### src/rtl/baccarat_deal_fsm.sv
// Baccarat round dealing sequencer: loads player/dealer cards and applies the drawing rules.
// Optional BACCARAT_CARD_CHECK_EN rejects out-of-range ranks and adds the bad_card pulse.
module baccarat_deal_fsm (
  input  logic       slow_clock,
  input  logic       resetb,
  input  logic       start,
  input  logic       card_valid,
  input  logic [3:0] new_card,
  output logic       card_req,
  input  logic [3:0] pscore,
  input  logic [3:0] dscore,
  output logic [3:0] pcard1,
  output logic [3:0] pcard2,
  output logic [3:0] pcard3,
  output logic [3:0] dcard1,
  output logic [3:0] dcard2,
  output logic [3:0] dcard3,
  output logic       player_win,
  output logic       dealer_win,
`ifdef BACCARAT_CARD_CHECK_EN
  output logic       bad_card,
`endif
  output logic       done
);

  localparam logic [3:0] StIdle  = 4'd0;
  localparam logic [3:0] StP1    = 4'd1;
  localparam logic [3:0] StD1    = 4'd2;
  localparam logic [3:0] StP2    = 4'd3;
  localparam logic [3:0] StD2    = 4'd4;
  localparam logic [3:0] StEval  = 4'd5;
  localparam logic [3:0] StP3    = 4'd6;
  localparam logic [3:0] StD3    = 4'd7;
  localparam logic [3:0] StScore = 4'd8;
  localparam logic [3:0] StDone  = 4'd9;

  logic [3:0] state_q, state_d;
  logic [3:0] pc1_q, pc1_d, pc2_q, pc2_d, pc3_q, pc3_d;
  logic [3:0] dc1_q, dc1_d, dc2_q, dc2_d, dc3_q, dc3_d;
  logic       pwin_q, pwin_d, dwin_q, dwin_d;
  // Set once pcard3 is loaded so P3 spends one cycle letting the scores settle.
  logic       settle_q, settle_d;
  logic       card_ok, load, banker_draw;
  logic [3:0] t;

`ifdef BACCARAT_CARD_CHECK_EN
  assign card_ok  = (new_card != 4'd0) && (new_card <= 4'd13);
  assign bad_card = card_req && card_valid && !card_ok;
`else
  assign card_ok  = 1'b1;
`endif

  assign card_req = (state_q == StP1) || (state_q == StD1) || (state_q == StP2) ||
                    (state_q == StD2) || (state_q == StD3) || ((state_q == StP3) && !settle_q);
  assign load     = card_req && card_valid && card_ok;

  always_comb begin
    t           = (pc3_q <= 4'd9) ? pc3_q : 4'd0;
    banker_draw = 1'b0;
    case (dscore)
      4'd0, 4'd1, 4'd2: banker_draw = 1'b1;
      4'd3:             banker_draw = (t != 4'd8);
      4'd4:             banker_draw = (t >= 4'd2) && (t <= 4'd7);
      4'd5:             banker_draw = (t >= 4'd4) && (t <= 4'd7);
      4'd6:             banker_draw = (t >= 4'd6) && (t <= 4'd7);
      default:          banker_draw = 1'b0;
    endcase
  end

  always_comb begin
    state_d  = state_q;
    pc1_d    = pc1_q;
    pc2_d    = pc2_q;
    pc3_d    = pc3_q;
    dc1_d    = dc1_q;
    dc2_d    = dc2_q;
    dc3_d    = dc3_q;
    pwin_d   = pwin_q;
    dwin_d   = dwin_q;
    settle_d = settle_q;
    case (state_q)
      StIdle, StDone: begin
        if (start) begin
          pc1_d    = 4'd0;
          pc2_d    = 4'd0;
          pc3_d    = 4'd0;
          dc1_d    = 4'd0;
          dc2_d    = 4'd0;
          dc3_d    = 4'd0;
          pwin_d   = 1'b0;
          dwin_d   = 1'b0;
          settle_d = 1'b0;
          state_d  = StP1;
        end
      end
      StP1: if (load) begin pc1_d = new_card; state_d = StD1; end
      StD1: if (load) begin dc1_d = new_card; state_d = StP2; end
      StP2: if (load) begin pc2_d = new_card; state_d = StD2; end
      StD2: if (load) begin dc2_d = new_card; state_d = StEval; end
      StEval: begin
        if ((pscore >= 4'd8) || (dscore >= 4'd8)) state_d = StScore;
        else if (pscore <= 4'd5)                  state_d = StP3;
        else if (dscore <= 4'd5)                  state_d = StD3;
        else                                      state_d = StScore;
      end
      StP3: begin
        if (settle_q) begin
          settle_d = 1'b0;
          state_d  = banker_draw ? StD3 : StScore;
        end else if (load) begin
          pc3_d    = new_card;
          settle_d = 1'b1;
        end
      end
      StD3: if (load) begin dc3_d = new_card; state_d = StScore; end
      StScore: begin
        pwin_d  = (pscore >= dscore);
        dwin_d  = (dscore >= pscore);
        state_d = StDone;
      end
      default: state_d = StIdle;
    endcase
  end

  always_ff @(posedge slow_clock or negedge resetb) begin
    if (!resetb) begin
      state_q  <= StIdle;
      pc1_q    <= 4'd0;
      pc2_q    <= 4'd0;
      pc3_q    <= 4'd0;
      dc1_q    <= 4'd0;
      dc2_q    <= 4'd0;
      dc3_q    <= 4'd0;
      pwin_q   <= 1'b0;
      dwin_q   <= 1'b0;
      settle_q <= 1'b0;
    end else begin
      state_q  <= state_d;
      pc1_q    <= pc1_d;
      pc2_q    <= pc2_d;
      pc3_q    <= pc3_d;
      dc1_q    <= dc1_d;
      dc2_q    <= dc2_d;
      dc3_q    <= dc3_d;
      pwin_q   <= pwin_d;
      dwin_q   <= dwin_d;
      settle_q <= settle_d;
    end
  end

  assign pcard1     = pc1_q;
  assign pcard2     = pc2_q;
  assign pcard3     = pc3_q;
  assign dcard1     = dc1_q;
  assign dcard2     = dc2_q;
  assign dcard3     = dc3_q;
  assign player_win = pwin_q;
  assign dealer_win = dwin_q;
  assign done       = (state_q == StDone);

endmodule

### config.mk
export PLATFORM = sky130hd
export DESIGN_NAME = baccarat_deal_fsm
export DESIGN_NICKNAME = d
export VERILOG_FILES = /design/src/rtl/baccarat_deal_fsm.sv
export SDC_FILE = /design/constraint.sdc
export NUM_CORES = 1
export LEC_CHECK = 0
export BUFFER_PORTS_ARGS = -buffer_cell sky130_fd_sc_hd__buf_4
export CAP_MARGIN = 5
export CELL_PAD_IN_SITES_DETAIL_PLACEMENT = 0
export CELL_PAD_IN_SITES_GLOBAL_PLACEMENT = 2
export CORE_MARGIN = 2
export CORE_UTILIZATION = 34
export DETAILED_ROUTE_END_ITERATION = 10
export PLACE_DENSITY = 0.94
export SLEW_MARGIN = 20
export SYNTH_ARGS = -nofsm -noshare
export SYNTH_HDL_FRONTEND = slang
export SYNTH_SLANG_ARGS = --single-unit
### constraint.sdc
create_clock -name slow_clock -period 4.05 [get_ports slow_clock]
set_clock_uncertainty 0.2 [all_clocks]
set_input_delay 0.81 -clock slow_clock [delete_from_list [all_inputs] [get_ports slow_clock]]
set_output_delay 0.81 -clock slow_clock [all_outputs]
set_load 0.02 [all_outputs]
Word level (Yosys, flattened, before mapping)
Cells that the tools add are included.
{"block": "totals", "out_inout_bits": 28, "latch_bits": 0, "mem_count": 0, "register_bits": 31, "ram_bits": 0, "mem_bits_ro": 0, "input_bits": 16}
{"block": "classes", "shift": 0, "bitwise_logic": 0, "muxes": 29, "n_addsub": 0, "eq_ne": 25, "order_cmp": 11, "mul": 0, "div": 0, "n_reduce_logical": 32}
{"op": "$mux 4", "count": 15}
{"op": "$pmux 4 s2", "count": 6}
{"op": "$pmux 4 s9", "count": 1}
{"op": "$eq 4x3->1 const B", "count": 7}
{"op": "$ne 2x2->1 const B", "count": 9}
{"op": "$eq 4x2->1 const B", "count": 4}
{"op": "$reduce_and 3->1", "count": 5}
{"op": "$reduce_bool 2->1", "count": 7}
{"op": "$le 4x3->1 const B", "count": 3}
{"op": "$eq 4x1->1 const B", "count": 2}
{"op": "$eq 4x4->1 const B", "count": 2}
{"op": "$ge 4x3->1 const B", "count": 2}
{"op": "$ge 4x4->1", "count": 2}
{"op": "$ge 4x4->1 const B", "count": 2}
{"op": "$logic_not 4->1", "count": 2}
{"op": "$reduce_and 7->1", "count": 1}
{"op": "$logic_or 1x1->1", "count": 6}
{"op": "$pmux 1 s2", "count": 3}
{"op": "$logic_and 1x1->1", "count": 5}
{"op": "$pmux 1 s5", "count": 1}
{"op": "$ge 4x2->1 const B", "count": 1}
{"op": "$le 4x4->1 const B", "count": 1}
{"op": "$ne 4x4->1 const B", "count": 1}
{"op": "$reduce_and 2->1", "count": 2}
{"op": "5 further kinds", "count": 7}

Depth between registers and ports, before layout
{"block": "logic_depth", "word_depth": 10, "mapped_depth": 7}

Least setup slack after synthesis
OpenSTA, ideal clock, no wires.
{"block": "synth_timing", "path_type": "register to output", "startpoint": "reg state_q[0]", "endpoint": "out card_req", "path_stages_with_launch": 5, "arrival_time_ns": 1.156, "path_slack_ns": 1.884, "path_cell_list": "dfrtp_1 buf_6 xor2_1 o21bai_1 a31oi_1"}
{"block": "synth_between", "elab_chain_len": 6, "word_cells_on_any_way": 12, "cone_classes": "eq/ne (6); reduce/logical (6)"}
{"element": "start: declaration", "line": "37", "source": "logic [3:0] state_q, state_d;"}
{"element": "start signal: assignment", "line": "127", "source": "state_q <= StIdle;"}
{"element": "start signal: assignment", "line": "138", "source": "state_q <= state_d;"}
{"element": "$eq 4x1->1 or $eq 4x2->1 (tied branches)", "line": "53", "source": "assign card_req = (state_q == StP1) || (state_q == StD1) || (state_q == StP2) ||"}
{"element": "$logic_or 1x1->1 (3 in series)", "line": "53"}
{"element": "$logic_or 1x1->1", "line": "54", "source": "(state_q == StD2) || (state_q == StD3) || ((state_q == StP3) && !settle_q);"}
{"element": "$logic_or 1x1->1 *", "line": "54"}
{"element": "end: declaration", "line": "9", "source": "output logic card_req,"}
Mark *: on every way between the ends. The rest lies on a longest branch, timed or not.

Worst setup path after layout
{"block": "layout_timing", "startpoint": "reg state_q[1]", "endpoint": "out card_req"}
The elaborated chain is that of the path after synthesis.

==> impl_metrics.toml <==
[floorplanning]
die_x_um = 79.1
fp.dieArea_mm2 = 0.00625
rows = 27
coreArea_mm2 = 0.00547
die_h_um = 79.1
io_pins = 44
start_util = 0.350

[setup_path]
critical_path_class = "reg -> out"
crit_family = "flip-flops"
critPathMaxFanout = 27
cp_slowest_stage_delay_ns = 0.87
critPathCaptureType = "output pin"
startpoint_type = "flip-flop"
path_cells = "nor2b_1, a31oi_1, buf_4"
critical_path_buf_inv_count = 1
cp.arrival_ns = 1.89
slowest_stage = "dfrtp_1"
required_ns = 3.04

[sta]
slew_headroom = 0.457
worst_slew_pin_slew_ns = 0.814
maxSlewViolCount = 0
finalCriticalPeriod_ns = 2.90
rsz0062_at_grt = "false"
tns_ns = 0
hold_ws_ns = 0.254
timing.final.crit_share = 0.715
fmax_ghz = 0.345
setup_violations = 0
finalHoldViolCount = 0

[finish]
fillers = 573
fin_nets = 276
drive_above_1_share = 0.254
syn_to_final_growth_pct = 22.3
mostFrequentLayoutCell = "nand2_1"
antenna_cells = 0
layout_common_cells = "nand2_1, buf_4, dfrtp_1, o21ai_0, inv_1"
final_cells = 328

[clock_network]
clock_latency_ns = 0.29
ctsHoldBuffers = 0
numCtsBuffers = 5
cts-root-buf = "clkbuf_8"
htree_levels = 2
path_clk_slew_ns = 0.07
cts.path.max_buffers = 2
numClockSinks = 31
cts_tree = "built"
cts_setup_buffers = 0
ctsResizeCount = 0

[logic_synthesis]
syn_nets = 236
synth_top_area_frac = 0.405
yosysWarningCount = 0
synth.area.top_cells = "dfrtp_1, nand2_1, mux2i_1"
ys.flop_type = "dfrtp_1"
synth.yosys.seq_area_share = 0.405
async_reset_ff_frac = 1.00
syn_area_per_cell_um2 = 8.87
synthCells = 216
synth_top_cell_by_area = "dfrtp_1"
ys_types = 50
synth_edf_count = 0
synth_seq_cells = 31
netlist_area_mm2 = 0.00192

[detailed_routing]
drtIter0Drc = 128
drc = 0
vias = 1653
routed_via_density = 5.04
first_pass_iters = 4
ant_nets = 0
wl_mm = 4.63
wl_per_cell_um = 14.1

[global_route]
grt_pass1_wl_mm = 7.81
grt.overflow.total = 0
grt_antenna_before_repair = 0
grt_usage = 0.161
grt_max_degree = 32
grt_pass1_vias = 1609

[hold_path]
hp-class = "in -> async"

[place]
numPortBuffers = 43
place.gp.congestion = 0.757
dp_hpwl_mm = 3.31
dp_cells = 321

[pwr]
power_density_mw_per_mm2 = 700
cellLeakagePower_nw = 1.09
vdd_drop_max_mv = 0.207

[status]
status = "finished clean"

[flow_run]
maxCapViolCount = 0
## final cells by class
type / count / area, um2 / share of cell area
Clock buffer: 6 / 82.6 / 0.0352
Clock inverter: 1 / 5.00 / 0.00214
Inverter: 13 / 48.8 / 0.0208
Multi-Input combinational cell: 162 / 1020 / 0.435
Sequential cell: 31 / 776 / 0.331
Tap cell: 72 / 90.1 / 0.0384
Timing Repair Buffer: 43 / 323 / 0.138
## cell usage after synthesis (3+ instances only)
cell / number
o21ai_0: 15
nand4_1: 3
nor3_1: 3
nor2b_1: 4
and3_1: 4
nand2_1: 47
nand2b_1: 3
o31ai_1: 4
inv_1: 13
nand3_1: 9
nor2_1: 10
a31oi_1: 6
a21oi_1: 7
mux2i_1: 8
ha_1: 4
buf_4: 5
a21o_1: 4
dfrtp_1: 31
## registers in the layout, indices dropped and copies added, names as in the netlist
name        flops
pcard2          4
state_q         4
player_win      1
settle_q        1
dcard2          4
pcard1          4
dealer_win      1
pcard3          4
dcard1          4
dcard3          4
## per-stage QoR
stage	total power [mW]	area, um2	setup WS, ns	util
after floorplan	1.16	1920	1.88	-
after global placement	1.40	2260	1.54	0.412
after detailed placement	1.40	2260	1.50	0.412
after CTS	1.66	2340	1.17	0.428
after global routing	1.77	2340	1.05	0.428
final	1.64	2340	1.15	0.428
## path summary, 6_finish.rpt
kind	startpoint	endpoint	slack, ns	cells past startpoint
worst max-delay path	state_q[1]	card_req	1.15	3
worst min-delay path	resetb	state_q[3]	0.25	1
worst max register to register	state_q[1]	pcard3[3]	1.70	4
worst min register to register	dcard2[2]	dcard2[2]	0.31	2
max in group asynchronous	resetb	pcard3[3]	3.08	1
min in group slow_clock	dcard2[2]	dcard2[2]	0.31	2
## logic make-up (layout without fill, tap and decap cells)
group,Yosys count,after routing,synth area share
XOR/XNOR,2,2,0.0131
adder cells (fa/ha/maj),4,4,0.0261
buffers and inverters,23,63,0.0634
AND/OR/NAND/NOR,98,98,0.259
AO/OA/AOI/OAI,50,50,0.191
flip-flops,31,31,0.405
multiplexers,8,8,0.0418
## power by group
group,switching [mW],total [mW],internal [mW],leakage (nW)
sequential,0.159,0.572,0.413,0.421
combinational,0.449,0.821,0.372,0.627
clock,0.115,0.248,0.133,0.0470
## worst register-to-register path, cell delays in order (launching register included)
cell and delay (ns):
dfrtp_1 0.87, nor2_1 0.17, nand3_1 0.44, a21boi_2 0.39
o21ai_0 0.13
## metal layers
layer | wire, um | up-vias | GRT usage
met3 | 229 | 9 | 0.0386
met2 | 2090 | 34 | 0.246
met1 | 2240 | 782 | 0.222
met5 | 0 | - | 0
li1 | - | 828 | -
met4 | 72 | 0 | 0.0552
No activity file was read; power rests on OpenSTA's default activity.
